[src/rtl/temp_osc_sequencer_if.sv]
// ---------------------------------------------------------------------------
// temp_osc_sequencer_if
// Bundles the control, configuration, oscillator and result signals of the
// temperature-oscillator sequencer.
//   master : drives start/cont/win_len/avg_log2/thr_hi/ana_gray,
//            observes ana_en/busy/result/result_valid/alarm
//   slave  : the sequencer side (directions mirrored)
// ---------------------------------------------------------------------------
interface temp_osc_sequencer_if #(
  parameter int CNT_W  = 8,
  parameter int WIN_W  = 4,
  parameter int NAVG_W = 3
);
  logic              start;
  logic              cont;
  logic [WIN_W-1:0]  win_len;
  logic [NAVG_W-1:0] avg_log2;
  logic [CNT_W-1:0]  thr_hi;
  logic [CNT_W-1:0]  ana_gray;
  logic              ana_en;
  logic              busy;
  logic [CNT_W-1:0]  result;
  logic              result_valid;
  logic              alarm;

  modport master (
    output start, cont, win_len, avg_log2, thr_hi, ana_gray,
    input  ana_en, busy, result, result_valid, alarm
  );

  modport slave (
    input  start, cont, win_len, avg_log2, thr_hi, ana_gray,
    output ana_en, busy, result, result_valid, alarm
  );
endinterface

[src/rtl/temp_osc_sequencer.sv]
// ---------------------------------------------------------------------------
// temp_osc_sequencer
// lf_clk-domain controller for the temperature-dependent oscillator. Gates
// the oscillator with ana_en for a window of W lf_clk cycles, synchronises
// the oscillator's Gray count, accumulates per-window deltas over
// 2^avg_log2 windows and reports the average with a threshold alarm.
// Ports:
//   lf_clk : 32.768 kHz reference, the only clock
//   rst    : synchronous active-high reset
//   bus    : slave side of temp_osc_sequencer_if
//            in : start, cont, win_len, avg_log2, thr_hi, ana_gray (async)
//            out: ana_en, busy, result, result_valid, alarm (all registered)
// ---------------------------------------------------------------------------
module temp_osc_sequencer #(
  parameter int CNT_W       = 8,
  parameter int WIN_W       = 4,
  parameter int NAVG_W      = 3,
  parameter int SYNC_STAGES = 2
) (
  input  logic                lf_clk,
  input  logic                rst,
  temp_osc_sequencer_if.slave bus
);

  // Window counter must hold indices up to 2^(2^NAVG_W-1)-1.
  localparam int NWIN_W = 2 ** NAVG_W;
  // Sum of 2^(2^NAVG_W-1) deltas of CNT_W bits never overflows this width.
  localparam int ACC_W  = CNT_W + NWIN_W - 1;
  localparam int SS_W   = $clog2(SYNC_STAGES + 1);
  localparam int PH_W   = (WIN_W > SS_W) ? WIN_W : SS_W;

  localparam logic [NWIN_W-1:0] ONE_WIN = {{(NWIN_W-1){1'b0}}, 1'b1};
  localparam logic [WIN_W-1:0]  ONE_LEN = {{(WIN_W-1){1'b0}}, 1'b1};
  localparam logic [PH_W-1:0]   DRAIN_LAST = PH_W'(SYNC_STAGES);

  typedef enum logic [2:0] {
    IDLE  = 3'd0,
    CAP   = 3'd1,
    EN    = 3'd2,
    DRAIN = 3'd3,
    ACC   = 3'd4
  } state_t;

  function automatic logic [CNT_W-1:0] gray2bin(input logic [CNT_W-1:0] g);
    logic [CNT_W-1:0] b;
    b[CNT_W-1] = g[CNT_W-1];
    for (int i = CNT_W - 2; i >= 0; i--) begin
      b[i] = b[i+1] ^ g[i];
    end
    return b;
  endfunction

  state_t             state_r;
  state_t             state_nxt;
  logic [CNT_W-1:0]   sync_r [SYNC_STAGES];
  logic [PH_W-1:0]    ph_cnt_r;
  logic [NWIN_W-1:0]  win_cnt_r;
  logic [ACC_W-1:0]   acc_r;
  logic [CNT_W-1:0]   start_bin_r;
  logic [WIN_W-1:0]   w_r;
  logic [NAVG_W-1:0]  avg_r;
  logic               ana_en_r;
  logic               busy_r;
  logic [CNT_W-1:0]   result_r;
  logic               result_valid_r;
  logic               alarm_r;

  logic [CNT_W-1:0]   gray_sync_s;
  logic [CNT_W-1:0]   bin_sync_s;
  logic [CNT_W-1:0]   delta_s;
  logic [ACC_W-1:0]   sum_s;
  logic [CNT_W-1:0]   avg_res_s;
  logic [NWIN_W-1:0]  win_mask_s;
  logic [WIN_W-1:0]   eff_win_s;
  logic               last_win_s;
  logic               en_done_s;
  logic               drain_done_s;

  assign gray_sync_s  = sync_r[SYNC_STAGES-1];
  assign bin_sync_s   = gray2bin(gray_sync_s);
  // Modular subtraction absorbs a single counter wrap within a window.
  assign delta_s      = bin_sync_s - start_bin_r;
  assign sum_s        = acc_r + ACC_W'(delta_s);
  assign avg_res_s    = CNT_W'(sum_s >> avg_r);
  assign win_mask_s   = (ONE_WIN << avg_r) - ONE_WIN;
  assign last_win_s   = (win_cnt_r == win_mask_s);
  assign eff_win_s    = (bus.win_len == {WIN_W{1'b0}}) ? ONE_LEN : bus.win_len;
  assign en_done_s    = (ph_cnt_r == PH_W'(w_r - ONE_LEN));
  assign drain_done_s = (ph_cnt_r == DRAIN_LAST);

  assign bus.ana_en       = ana_en_r;
  assign bus.busy         = busy_r;
  assign bus.result       = result_r;
  assign bus.result_valid = result_valid_r;
  assign bus.alarm        = alarm_r;

  // Synchroniser chain bringing the oscillator Gray count into lf_clk.
  always_ff @(posedge lf_clk) begin
    if (rst) begin
      for (int i = 0; i < SYNC_STAGES; i++) begin
        sync_r[i] <= {CNT_W{1'b0}};
      end
    end else begin
      sync_r[0] <= bus.ana_gray;
      for (int i = 1; i < SYNC_STAGES; i++) begin
        sync_r[i] <= sync_r[i-1];
      end
    end
  end

  // FSM state register.
  always_ff @(posedge lf_clk) begin
    if (rst) begin
      state_r <= IDLE;
    end else begin
      state_r <= state_nxt;
    end
  end

  // FSM next-state logic.
  always_comb begin
    state_nxt = state_r;
    case (state_r)
      IDLE: begin
        if (bus.start) begin
          state_nxt = CAP;
        end else begin
          state_nxt = IDLE;
        end
      end
      CAP: begin
        state_nxt = EN;
      end
      EN: begin
        if (en_done_s) begin
          state_nxt = DRAIN;
        end else begin
          state_nxt = EN;
        end
      end
      // Oscillator is stopped; wait for the frozen count to clear the synchroniser.
      DRAIN: begin
        if (drain_done_s) begin
          state_nxt = ACC;
        end else begin
          state_nxt = DRAIN;
        end
      end
      ACC: begin
        if (!last_win_s) begin
          state_nxt = EN;
        end else if (bus.cont) begin
          state_nxt = EN;
        end else begin
          state_nxt = IDLE;
        end
      end
      default: begin
        state_nxt = IDLE;
      end
    endcase
  end

  // Datapath, configuration latches and registered outputs.
  always_ff @(posedge lf_clk) begin
    if (rst) begin
      ph_cnt_r       <= {PH_W{1'b0}};
      win_cnt_r      <= {NWIN_W{1'b0}};
      acc_r          <= {ACC_W{1'b0}};
      start_bin_r    <= {CNT_W{1'b0}};
      w_r            <= ONE_LEN;
      avg_r          <= {NAVG_W{1'b0}};
      ana_en_r       <= 1'b0;
      busy_r         <= 1'b0;
      result_r       <= {CNT_W{1'b0}};
      result_valid_r <= 1'b0;
      alarm_r        <= 1'b0;
    end else begin
      // Outputs are derived from the upcoming state so they align with it.
      ana_en_r       <= (state_nxt == EN);
      busy_r         <= (state_nxt != IDLE);
      result_valid_r <= 1'b0;
      case (state_r)
        IDLE: begin
          if (bus.start) begin
            w_r   <= eff_win_s;
            avg_r <= bus.avg_log2;
          end
        end
        CAP: begin
          start_bin_r <= bin_sync_s;
          ph_cnt_r    <= {PH_W{1'b0}};
        end
        EN: begin
          ph_cnt_r <= en_done_s ? {PH_W{1'b0}} : ph_cnt_r + {{(PH_W-1){1'b0}}, 1'b1};
        end
        DRAIN: begin
          ph_cnt_r <= drain_done_s ? {PH_W{1'b0}} : ph_cnt_r + {{(PH_W-1){1'b0}}, 1'b1};
        end
        ACC: begin
          // Next window's reference is this window's end count.
          start_bin_r <= bin_sync_s;
          if (last_win_s) begin
            result_r       <= avg_res_s;
            result_valid_r <= 1'b1;
            alarm_r        <= (avg_res_s > bus.thr_hi);
            acc_r          <= {ACC_W{1'b0}};
            win_cnt_r      <= {NWIN_W{1'b0}};
            if (bus.cont) begin
              w_r   <= eff_win_s;
              avg_r <= bus.avg_log2;
            end
          end else begin
            acc_r     <= sum_s;
            win_cnt_r <= win_cnt_r + ONE_WIN;
          end
        end
        default: begin
          ph_cnt_r <= {PH_W{1'b0}};
        end
      endcase
    end
  end

endmodule

[src/flat_wrapper.sv]
// flat-port wrapper written by rule: the top's interface ports become plain ports
module temp_osc_sequencer_flat 
#(
  parameter int CNT_W       = 8,
  parameter int WIN_W       = 4,
  parameter int NAVG_W      = 3,
  parameter int SYNC_STAGES = 2
)
  (lf_clk, rst, bus_start, bus_cont, bus_win_len, bus_avg_log2, bus_thr_hi, bus_ana_gray, bus_ana_en, bus_busy, bus_result, bus_result_valid, bus_alarm);
  temp_osc_sequencer_if #(.CNT_W(CNT_W), .WIN_W(WIN_W), .NAVG_W(NAVG_W)) bus_i ();
  input  logic lf_clk;
  input  logic rst;
  input wire logic [$bits(bus_i.start)-1:0] bus_start;
  input wire logic [$bits(bus_i.cont)-1:0] bus_cont;
  input wire logic [$bits(bus_i.win_len)-1:0] bus_win_len;
  input wire logic [$bits(bus_i.avg_log2)-1:0] bus_avg_log2;
  input wire logic [$bits(bus_i.thr_hi)-1:0] bus_thr_hi;
  input wire logic [$bits(bus_i.ana_gray)-1:0] bus_ana_gray;
  output wire logic [$bits(bus_i.ana_en)-1:0] bus_ana_en;
  output wire logic [$bits(bus_i.busy)-1:0] bus_busy;
  output wire logic [$bits(bus_i.result)-1:0] bus_result;
  output wire logic [$bits(bus_i.result_valid)-1:0] bus_result_valid;
  output wire logic [$bits(bus_i.alarm)-1:0] bus_alarm;
  assign bus_i.start = bus_start;
  assign bus_i.cont = bus_cont;
  assign bus_i.win_len = bus_win_len;
  assign bus_i.avg_log2 = bus_avg_log2;
  assign bus_i.thr_hi = bus_thr_hi;
  assign bus_i.ana_gray = bus_ana_gray;
  assign bus_ana_en = bus_i.ana_en;
  assign bus_busy = bus_i.busy;
  assign bus_result = bus_i.result;
  assign bus_result_valid = bus_i.result_valid;
  assign bus_alarm = bus_i.alarm;
  temp_osc_sequencer #(.CNT_W(CNT_W), .WIN_W(WIN_W), .NAVG_W(NAVG_W), .SYNC_STAGES(SYNC_STAGES)) u_core (.lf_clk(lf_clk), .rst(rst), .bus(bus_i));
endmodule
[config.mk]
export PLATFORM = sky130hd
export DESIGN_NAME = temp_osc_sequencer_flat
export DESIGN_NICKNAME = d
export VERILOG_FILES = /design/src/rtl/temp_osc_sequencer_if.sv /design/src/rtl/temp_osc_sequencer.sv /design/src/flat_wrapper.sv
export SDC_FILE = /design/constraint.sdc
export NUM_CORES = 1
export LEC_CHECK = 0
export CAP_MARGIN = 5
export CORE_ASPECT_RATIO = 1.25
export CORE_MARGIN = 3
export CORE_UTILIZATION = 50
export CTS_BUF_LIST = sky130_fd_sc_hd__clkbuf_4 sky130_fd_sc_hd__clkbuf_8
export DETAILED_ROUTE_END_ITERATION = 16
export GPL_TIMING_DRIVEN = 0
export HOLD_SLACK_MARGIN = 0.12
export PLACE_DENSITY = 0.73
export SLEW_MARGIN = 20
export SYNTH_ARGS = -nofsm -noshare
export SYNTH_HDL_FRONTEND = slang
export SYNTH_SLANG_ARGS = --single-unit
[constraint.sdc]
create_clock -name lf_clk -period 5.8 [get_ports lf_clk]
set_input_delay 1.45 -clock lf_clk [delete_from_list [all_inputs] [get_ports lf_clk]]
set_output_delay 1.45 -clock lf_clk [all_outputs]
set_load 0.03 [all_outputs]
==> metrics.txt, run 1 <==
status finished, violations left; violated checks negative setup slack; total vias in the final route 4333; WP data required 6.09 ns; area of the core 9270 sq um; Skew-Pair Late Insertion Delay 0.36 ns; worst path arrival time 6.23 ns; global-route wire length before repair 19800 um; number of max-cap violations 0; flop-to-flop setup slack -0.14 ns; WHS Path Cells 1; PortBufs 38; hold_sp u_core.sync_r[0][6]; Total Nets Final 685; Worst Tran Pin Value 0.859 ns; post-DR wirelength/cell 15.8 um; Power per Cell Area 286 nW/um^2; area occupied by registers 1470 sq um; Vias/cell 5.74; final worst slack -0.144 ns; RSZ-0062 raised after global routing true; Max VDD drop 0.000232 V; Sequential Power Share 0.316; Post-Route Utilization 0.635; Longest Clk Path Bufs 2; Pleak 2.37 nW; Yosys warnings 0; Pins Over Slew Limit 0; Int Power 1.10 mW; Final Hold Vio Count 0; CTS Buf Count 9; #FFs+latches synth 73; CP dominant cell by count o21a_1; DIE AREA 10900 sq um; final setup violating endpoints 1; Async SR Flop Fraction 0; Ant. Diodes 0; Post-synth top flop dfxtp_1; r2r startpoint u_core.sync_r[0][15]; Tmin final 5.94 ns; post-cts hold buffer count 0; Fin Hold WS 0.440 ns; RePlAce Congestion 0.893; area leader, netlist dfxtp_1; element type at the critical path start flop; final wirelength 11900 um; largest net degree at the start of global routing 14; delay of the slowest cell on the worst path 0.52 ns; Reg clk slew, reported paths 0.08 ns; Avg Inst Size Synth 8.57 sq um; Starting Density 0.520; CTS tree done; Net Sw Power 0.588 mW; grt met2 use 0.420; number of top-level pins 39; Hold/Removal Path Class reg2reg; global route total overflow 0; number of flops mapped to enable cells by yosys 0; Netlist cell types 79; CP endpoint kind flop; slew margin rel. 0.423; # rows 39; Net Sw Frac 0.349; Layout fillers 812; Mapped Area 4820 sq um; Worst Hold End u_core.sync_r[0][14]; cell count of the worst reg-to-reg path 29; vias in the first global route 4239; fmax 168 MHz; Synth area leaders dfxtp_1 30%, ha_1 7.5%, xnor2_1 4.2%; Worst Path Max Fanout 8; Final HPWL DP 8820 um; met1 Track Usage GR 0.256; total track usage 0.232; Final Skew 0.0115 ns; Most Crowded Layer GR met2; area taken by multi-input logic gates 3250 sq um; Routed Antenna Nets 0; initial antenna violation count 0; first-pass detailed-route iteration total 5; met3 global-route usage 0.0526; capture point of the worst reg-to-reg path u_core.bus.alarm; Combinational Power Share 0.411; Seq/Total Area, Yosys 0.303; layout cell share with drive strength beyond 1 0.146; fin crit share 1.02; CTS root buf clkbuf_8; syn_nets 620; Detailed Route Iter0 Violations 340; H-tree levels 3; Die Ht 116 um; clock share of power 0.273; Syn Inst Count 562; DIE WIDTH 93.8 um; critical path class reg2reg; area grow syn2layout 22.2%; Synth top area share 0.303; DRC Markers 0; Slowest-stage cell, CP mux4_2; Num Clock Sinks 73
==> layer usage <==
layer	routed length, um	vias up
met4	411	0
met5	0	-
li1	-	2114
met1	4710	2052
met3	607	33
met2	6170	134
==> placed cells by master (no fill, tap or decap), types with 5 or more instances in the layout <==
cell type	count
nor2b_1	20
nand3_1	20
mux4_2	5
clkbuf_1	20
xnor2_1	21
a21o_1	8
a211o_1	5
buf_4	21
nand4_1	7
clkdlybuf4s50_1	38
inv_1	33
clkbuf_8	10
mux2i_1	19
o21ai_0	13
nand2_1	29
xor2_1	19
ha_1	25
nor2_1	42
dfxtp_1	72
nand2b_1	19
nor3_1	18
a21oi_1	36
o21bai_1	6
==> worst max path at each step <==
stage | slack [ns] | cells past startpoint | end | from
after floorplan | 0.02 | 29 | u_core.bus.alarm | u_core.sync_r[0][13]
after global placement | -0.55 | 27 | u_core.bus.alarm | u_core.sync_r[0][13]
after detailed placement | -0.68 | 29 | u_core.bus.alarm | u_core.sync_r[0][13]
after CTS | -0.11 | 29 | u_core.bus.alarm | u_core.sync_r[0][15]
after global routing | -0.48 | 29 | u_core.bus.alarm | u_core.sync_r[0][15]
final | -0.14 | 29 | u_core.bus.alarm | u_core.sync_r[0][15]
==> per-stage QoR <==
stage	TNS, ns	total power, mW	cell area (sq um)	std cells	setup WS, ns
floorplan	0	1.02	4860	562	0.0219
finish	-0.144	1.68	5890	755	-0.144
detailed placement	-0.683	1.16	5390	723	-0.683
CTS	-0.113	1.69	5890	755	-0.113
global placement	-0.549	1.14	5390	723	-0.549
global route	-0.475	1.79	5890	755	-0.475
==> flip-flops by register name, indices dropped and copies added, names as in the netlist <==
| name | count |
|---|---|
| u_core.sync_r | 16 |
| u_core.acc_r | 15 |
| u_core.bus.result | 8 |
| u_core.start_bin_r | 8 |
| u_core.win_cnt_r | 8 |
| u_core.ph_cnt_r | 4 |
| u_core.w_r | 4 |
| u_core.avg_r | 3 |
| u_core.state_r | 3 |
| u_core.bus.alarm | 1 |
| u_core.bus.ana_en | 1 |
| u_core.bus.busy | 1 |
| u_core.bus.result_valid | 1 |
==> power by group through the flow <==
stage | registers [mW] | clock network (mW) | logic (mW)
after floorplan | 0.544 | 0 | 0.476
after global placement | 0.543 | 0 | 0.601
after detailed placement | 0.544 | 0 | 0.621
after CTS | 0.532 | 0.467 | 0.690
after global routing | 0.534 | 0.489 | 0.768
final | 0.532 | 0.459 | 0.693
==> logic make-up (layout without fill, tap and decap cells) <==
logic type,after synthesis,in the layout,synth area share
fa+ha+maj,31,31,0.0836
simple gates,192,192,0.211
mux,26,26,0.0675
compound gates,126,126,0.182
buf+inv,67,137,0.0574
xor+xnor,47,47,0.0948
flops,73,73,0.303
==> area by class of cell <==
type                       instances  share of cell area
multi-input combinational        422               0.552
sequential                        73               0.249
timing repair buffer              54              0.0850
buffer                            32              0.0268
tap                              123              0.0261
clock buffer                      10              0.0234
inverter                          35              0.0223
clock inverter                     6              0.0153
==> synthesized netlist by cell type (all sizes together), types with 9 or more instances <==
master  count
a21oi      39
nand2b     20
dfxtp      73
nand2      31
clkbuf     21
nor2       45
mux2i      19
ha         29
xor2       20
inv        34
o21ai      17
xnor2      25
buf        11
nor2b      20
nand3      20
nor3       22
a21o        9
==> worst max-delay path: cells and delay by family, from the launching register on <==
kind	cells	cell delay, ns
flops	1	0.35
xor+xnor	7	1.60
mux	1	0.52
fa+ha+maj	4	1.04
buf+inv	2	0.18
compound gates	11	1.69
simple gates	4	0.50
==> timing repair <==
| item | CTS | global route |
|---|---|---|
| resized for setup | 34 | 0 |
| endpoints found under the hold margin | 0 | 0 |
| endpoints found under the setup margin | 1 | 1 |
| setup buffers | 16 | 0 |
| pin swaps | 27 | 0 |
No activity file was read; power rests on OpenSTA's default activity.
==> inputs of run 2 (changes only) <==
--- a/config.mk
+++ b/config.mk
@@ -5,6 +5,7 @@
 export SDC_FILE = /design/constraint.sdc
 export NUM_CORES = 1
 export LEC_CHECK = 0
+export ABC_AREA = 1
 export CAP_MARGIN = 5
 export CORE_ASPECT_RATIO = 1.25
 export CORE_MARGIN = 3
@@ -12,7 +13,7 @@
 export CTS_BUF_LIST = sky130_fd_sc_hd__clkbuf_4 sky130_fd_sc_hd__clkbuf_8
 export DETAILED_ROUTE_END_ITERATION = 16
 export GPL_TIMING_DRIVEN = 0
-export HOLD_SLACK_MARGIN = 0.12
+export HOLD_SLACK_MARGIN = 0.1
 export PLACE_DENSITY = 0.73
 export SLEW_MARGIN = 20
 export SYNTH_ARGS = -nofsm -noshare
==> metrics.txt, run 2 <==
Worst Hold End u_core.sync_r[0][10] (was u_core.sync_r[0][14]); Skew-Pair Late Insertion Delay 0.35 ns (was 0.36 ns); Pleak 2.70 nW (was 2.37 nW); Die Ht 115 um (was 116 um); post-DR wirelength/cell 12.3 um (was 15.8 um); clock share of power 0.310 (was 0.273); Net Sw Power 0.557 mW (was 0.588 mW); Layout fillers 869 (was 812); Hold/Removal Path Class reg2reg (unchanged); Longest Clk Path Bufs 2 (unchanged); Net Sw Frac 0.348 (was 0.349); Finished Layout Cells 903 (was 755); synth cell count leaders 199 x nand2_1, 117 x inv_1, 91 x nand3_1 (was 73 x dfxtp_1, 44 x nor2_1, 38 x a21oi_1); Worst Tran Pin Value 0.561 ns (was 0.859 ns); Slowest-stage cell, CP fa_1 (was mux4_2); CTS tree done (unchanged); Seq/Total Area, Yosys 0.305 (was 0.303); worst path arrival time 5.41 ns (was 6.23 ns); hold_sp u_core.sync_r[0][2] (was u_core.sync_r[0][6]); fmax 193 MHz (was 168 MHz); status finished clean (was finished, violations left); Detailed Route Iter0 Violations 274 (was 340); most flop-heavy register u_core.sync_r (unchanged); Routed Antenna Nets 0 (unchanged); first-pass detailed-route iteration total 5 (unchanged); Post-Place Worst Slack 0.432 ns (was -0.683 ns); setup TNS 0 ns (was -0.144 ns); CP endpoint kind flop (unchanged); element type at the critical path start flop (unchanged); max FFs per register 16 (unchanged); DRC Markers 0 (unchanged); DIE AREA 10800 sq um (was 10900 sq um); H-tree levels 3 (unchanged); Sequential Power Share 0.336 (was 0.316); layout cell share with drive strength beyond 1 0.0603 (was 0.146); number of max-cap violations 0 (unchanged); delay of the slowest cell on the worst path 0.43 ns (was 0.52 ns); Yosys warnings 0 (unchanged); syn_nets 785 (was 620); Starting Density 0.520 (about the same); number of flops mapped to enable cells by yosys 0 (unchanged); Mapped Area 4790 sq um (was 4820 sq um); Final Skew 0.0108 ns (was 0.0115 ns); Pins Over Slew Limit 0 (unchanged); global route total overflow 0 (unchanged); final wirelength 11100 um (was 11900 um); r2r startpoint u_core.sync_r[0][15] (unchanged); Num Clock Sinks 73 (unchanged); Final HPWL DP 8890 um (was 8820 um); Synth area leaders dfxtp_1 30%, nand2_1 16%, nand3_1 9.5% (was dfxtp_1 30%, ha_1 7.5%, xnor2_1 4.2%); Netlist cell types 38 (was 79); WHS Path Cells 2 (was 1); fin crit share 0.893 (was 1.02); Int Power 1.05 mW (was 1.10 mW); capture point of the worst reg-to-reg path u_core.bus.alarm (unchanged); Ant. Diodes 0 (unchanged); Synth top area share 0.305 (was 0.303); Avg Inst Size Synth 6.59 sq um (was 8.57 sq um); CTS root buf clkbuf_8 (unchanged); Final Hold Vio Count 0 (unchanged); PortBufs 37 (was 38); total vias in the final route 4600 (was 4333); DIE WIDTH 93.6 um (was 93.8 um); area grow syn2layout 16.3% (was 22.2%); CTS Buf Count 9 (unchanged); initial antenna violation count 0 (unchanged); final setup violating endpoints 0 (was 1); final worst slack 0.621 ns (was -0.144 ns); Tmin final 5.18 ns (was 5.94 ns); Syn Inst Count 727 (was 562); Regs by FF count u_core.sync_r: 16 flops, u_core.acc_r: 15 flops (unchanged); critical path class reg2reg (unchanged); Fin Hold WS 0.404 ns (was 0.440 ns); number of top-level pins 39 (unchanged); most common cell after layout, fill and taps aside nand2_1 (was dfxtp_1); Power per Cell Area 288 nW/um^2 (was 286 nW/um^2); Async SR Flop Fraction 0 (unchanged); count leader, synth nand2_1 (was dfxtp_1); total track usage 0.219 (was 0.232); Max VDD drop 0.000173 V (was 0.000232 V); #FFs+latches synth 73 (unchanged); Reg clk slew, reported paths 0.08 ns (about the same); RePlAce Congestion 0.887 (was 0.893); WP data required 6.04 ns (was 6.09 ns); RSZ-0062 raised after global routing false (was true); cell count of the worst reg-to-reg path 35 (was 29); # rows 39 (unchanged); Worst Setup SP u_core.sync_r[0][15] (unchanged); largest net degree at the start of global routing 13 (was 14); Vias/cell 5.09 (was 5.74); Total Nets Final 833 (was 685); Post-synth top flop dfxtp_1 (unchanged); CP dominant cell by count nand2_1 (was o21a_1); commonest non-fill, non-tap cells in the layout 199 x nand2_1, 117 x inv_1, 91 x nand3_1 (was 72 x dfxtp_1, 42 x nor2_1, 38 x clkdlybuf4s50_1); post-cts hold buffer count 0 (unchanged); global-route wire length before repair 19100 um (was 19800 um); area leader, netlist dfxtp_1 (unchanged); DP Cell Count 887 (was 723); flop-to-flop setup slack 0.62 ns (was -0.14 ns); area of the core 9220 sq um (was 9270 sq um); Worst Path Max Fanout 5 (was 8); Combinational Power Share 0.354 (was 0.411); slew margin rel. 0.626 (was 0.423); vias in the first global route 4429 (was 4239)
run 2: area by class of cell:
class / count / area (sq um) / share of cell area
inverter: 123 / 467 / 0.0837
buffer: 18 / 101 / 0.0182
multi-input combinational: 513 / 2770 / 0.497
clock inverter: 5 / 103 / 0.0184
clock buffer: 11 / 145 / 0.0260
tap: 123 / 154 / 0.0276
timing repair buffer: 37 / 370 / 0.0665
sequential: 73 / 1460 / 0.262
run 2: cells by family after synthesis:
logic type | count (synthesis) | share of synthesized area
fa+ha+maj | 31 | 0.0841
simple gates | 379 | 0.357
flops | 73 | 0.305
buf+inv | 141 | 0.119
compound gates | 77 | 0.0885
xor+xnor | 26 | 0.0475
run 2: per-stage QoR:
step	power (mW)	util	cell area, sq um
after global routing	1.72	0.604	5570
after global placement	1.09	0.577	5320
after detailed placement	1.11	0.577	5320
after CTS	1.61	0.603	5570
after floorplan	0.976	-	4790
final	1.60	0.604	5570
run 2: timing repair:
action	in CTS	in global routing
gates resized for setup	0	3
endpoints found under the setup margin	0	1
buffers inserted	0	0
run 2: metal layers:
layer | track usage | share of wire | up-vias
met2 | 0.416 | 0.53 | 90
met5 | 0 | 0 | -
li1 | - | - | 2406
met3 | 0.0318 | 0.031 | 23
met1 | 0.243 | 0.42 | 2081
met4 | 0.0915 | 0.025 | 0
run 2: how the worst max path moves through the flow:
stage / endpoint / slack [ns] / cells after the start
2_1_floorplan: u_core.bus.alarm / 1.12 / 36
3_3_place_gp: u_core.bus.alarm / 0.58 / 36
3_5_place_dp: u_core.bus.alarm / 0.43 / 36
4_1_cts: u_core.bus.alarm / 0.41 / 36
5_1_grt: u_core.bus.alarm / 0.08 / 35
6_report: u_core.bus.alarm / 0.62 / 35
run 2: critical path, delay by kind of cell (launching register included):
kind	cells	cell delay, ns
adder cells (fa/ha/maj)	4	1.26
XOR/XNOR	2	0.42
AO/OA/AOI/OAI	5	0.60
buffers and inverters	2	0.12
AND/OR/NAND/NOR	22	2.26
flip-flops	1	0.40
run 2: power by group through the flow:
stage | logic, mW | clock network, mW | registers (mW)
floorplan | 0.423 | 0 | 0.553
global placement | 0.539 | 0 | 0.550
detailed placement | 0.557 | 0 | 0.551
CTS | 0.563 | 0.508 | 0.539
global route | 0.649 | 0.532 | 0.542
finish | 0.567 | 0.497 | 0.539
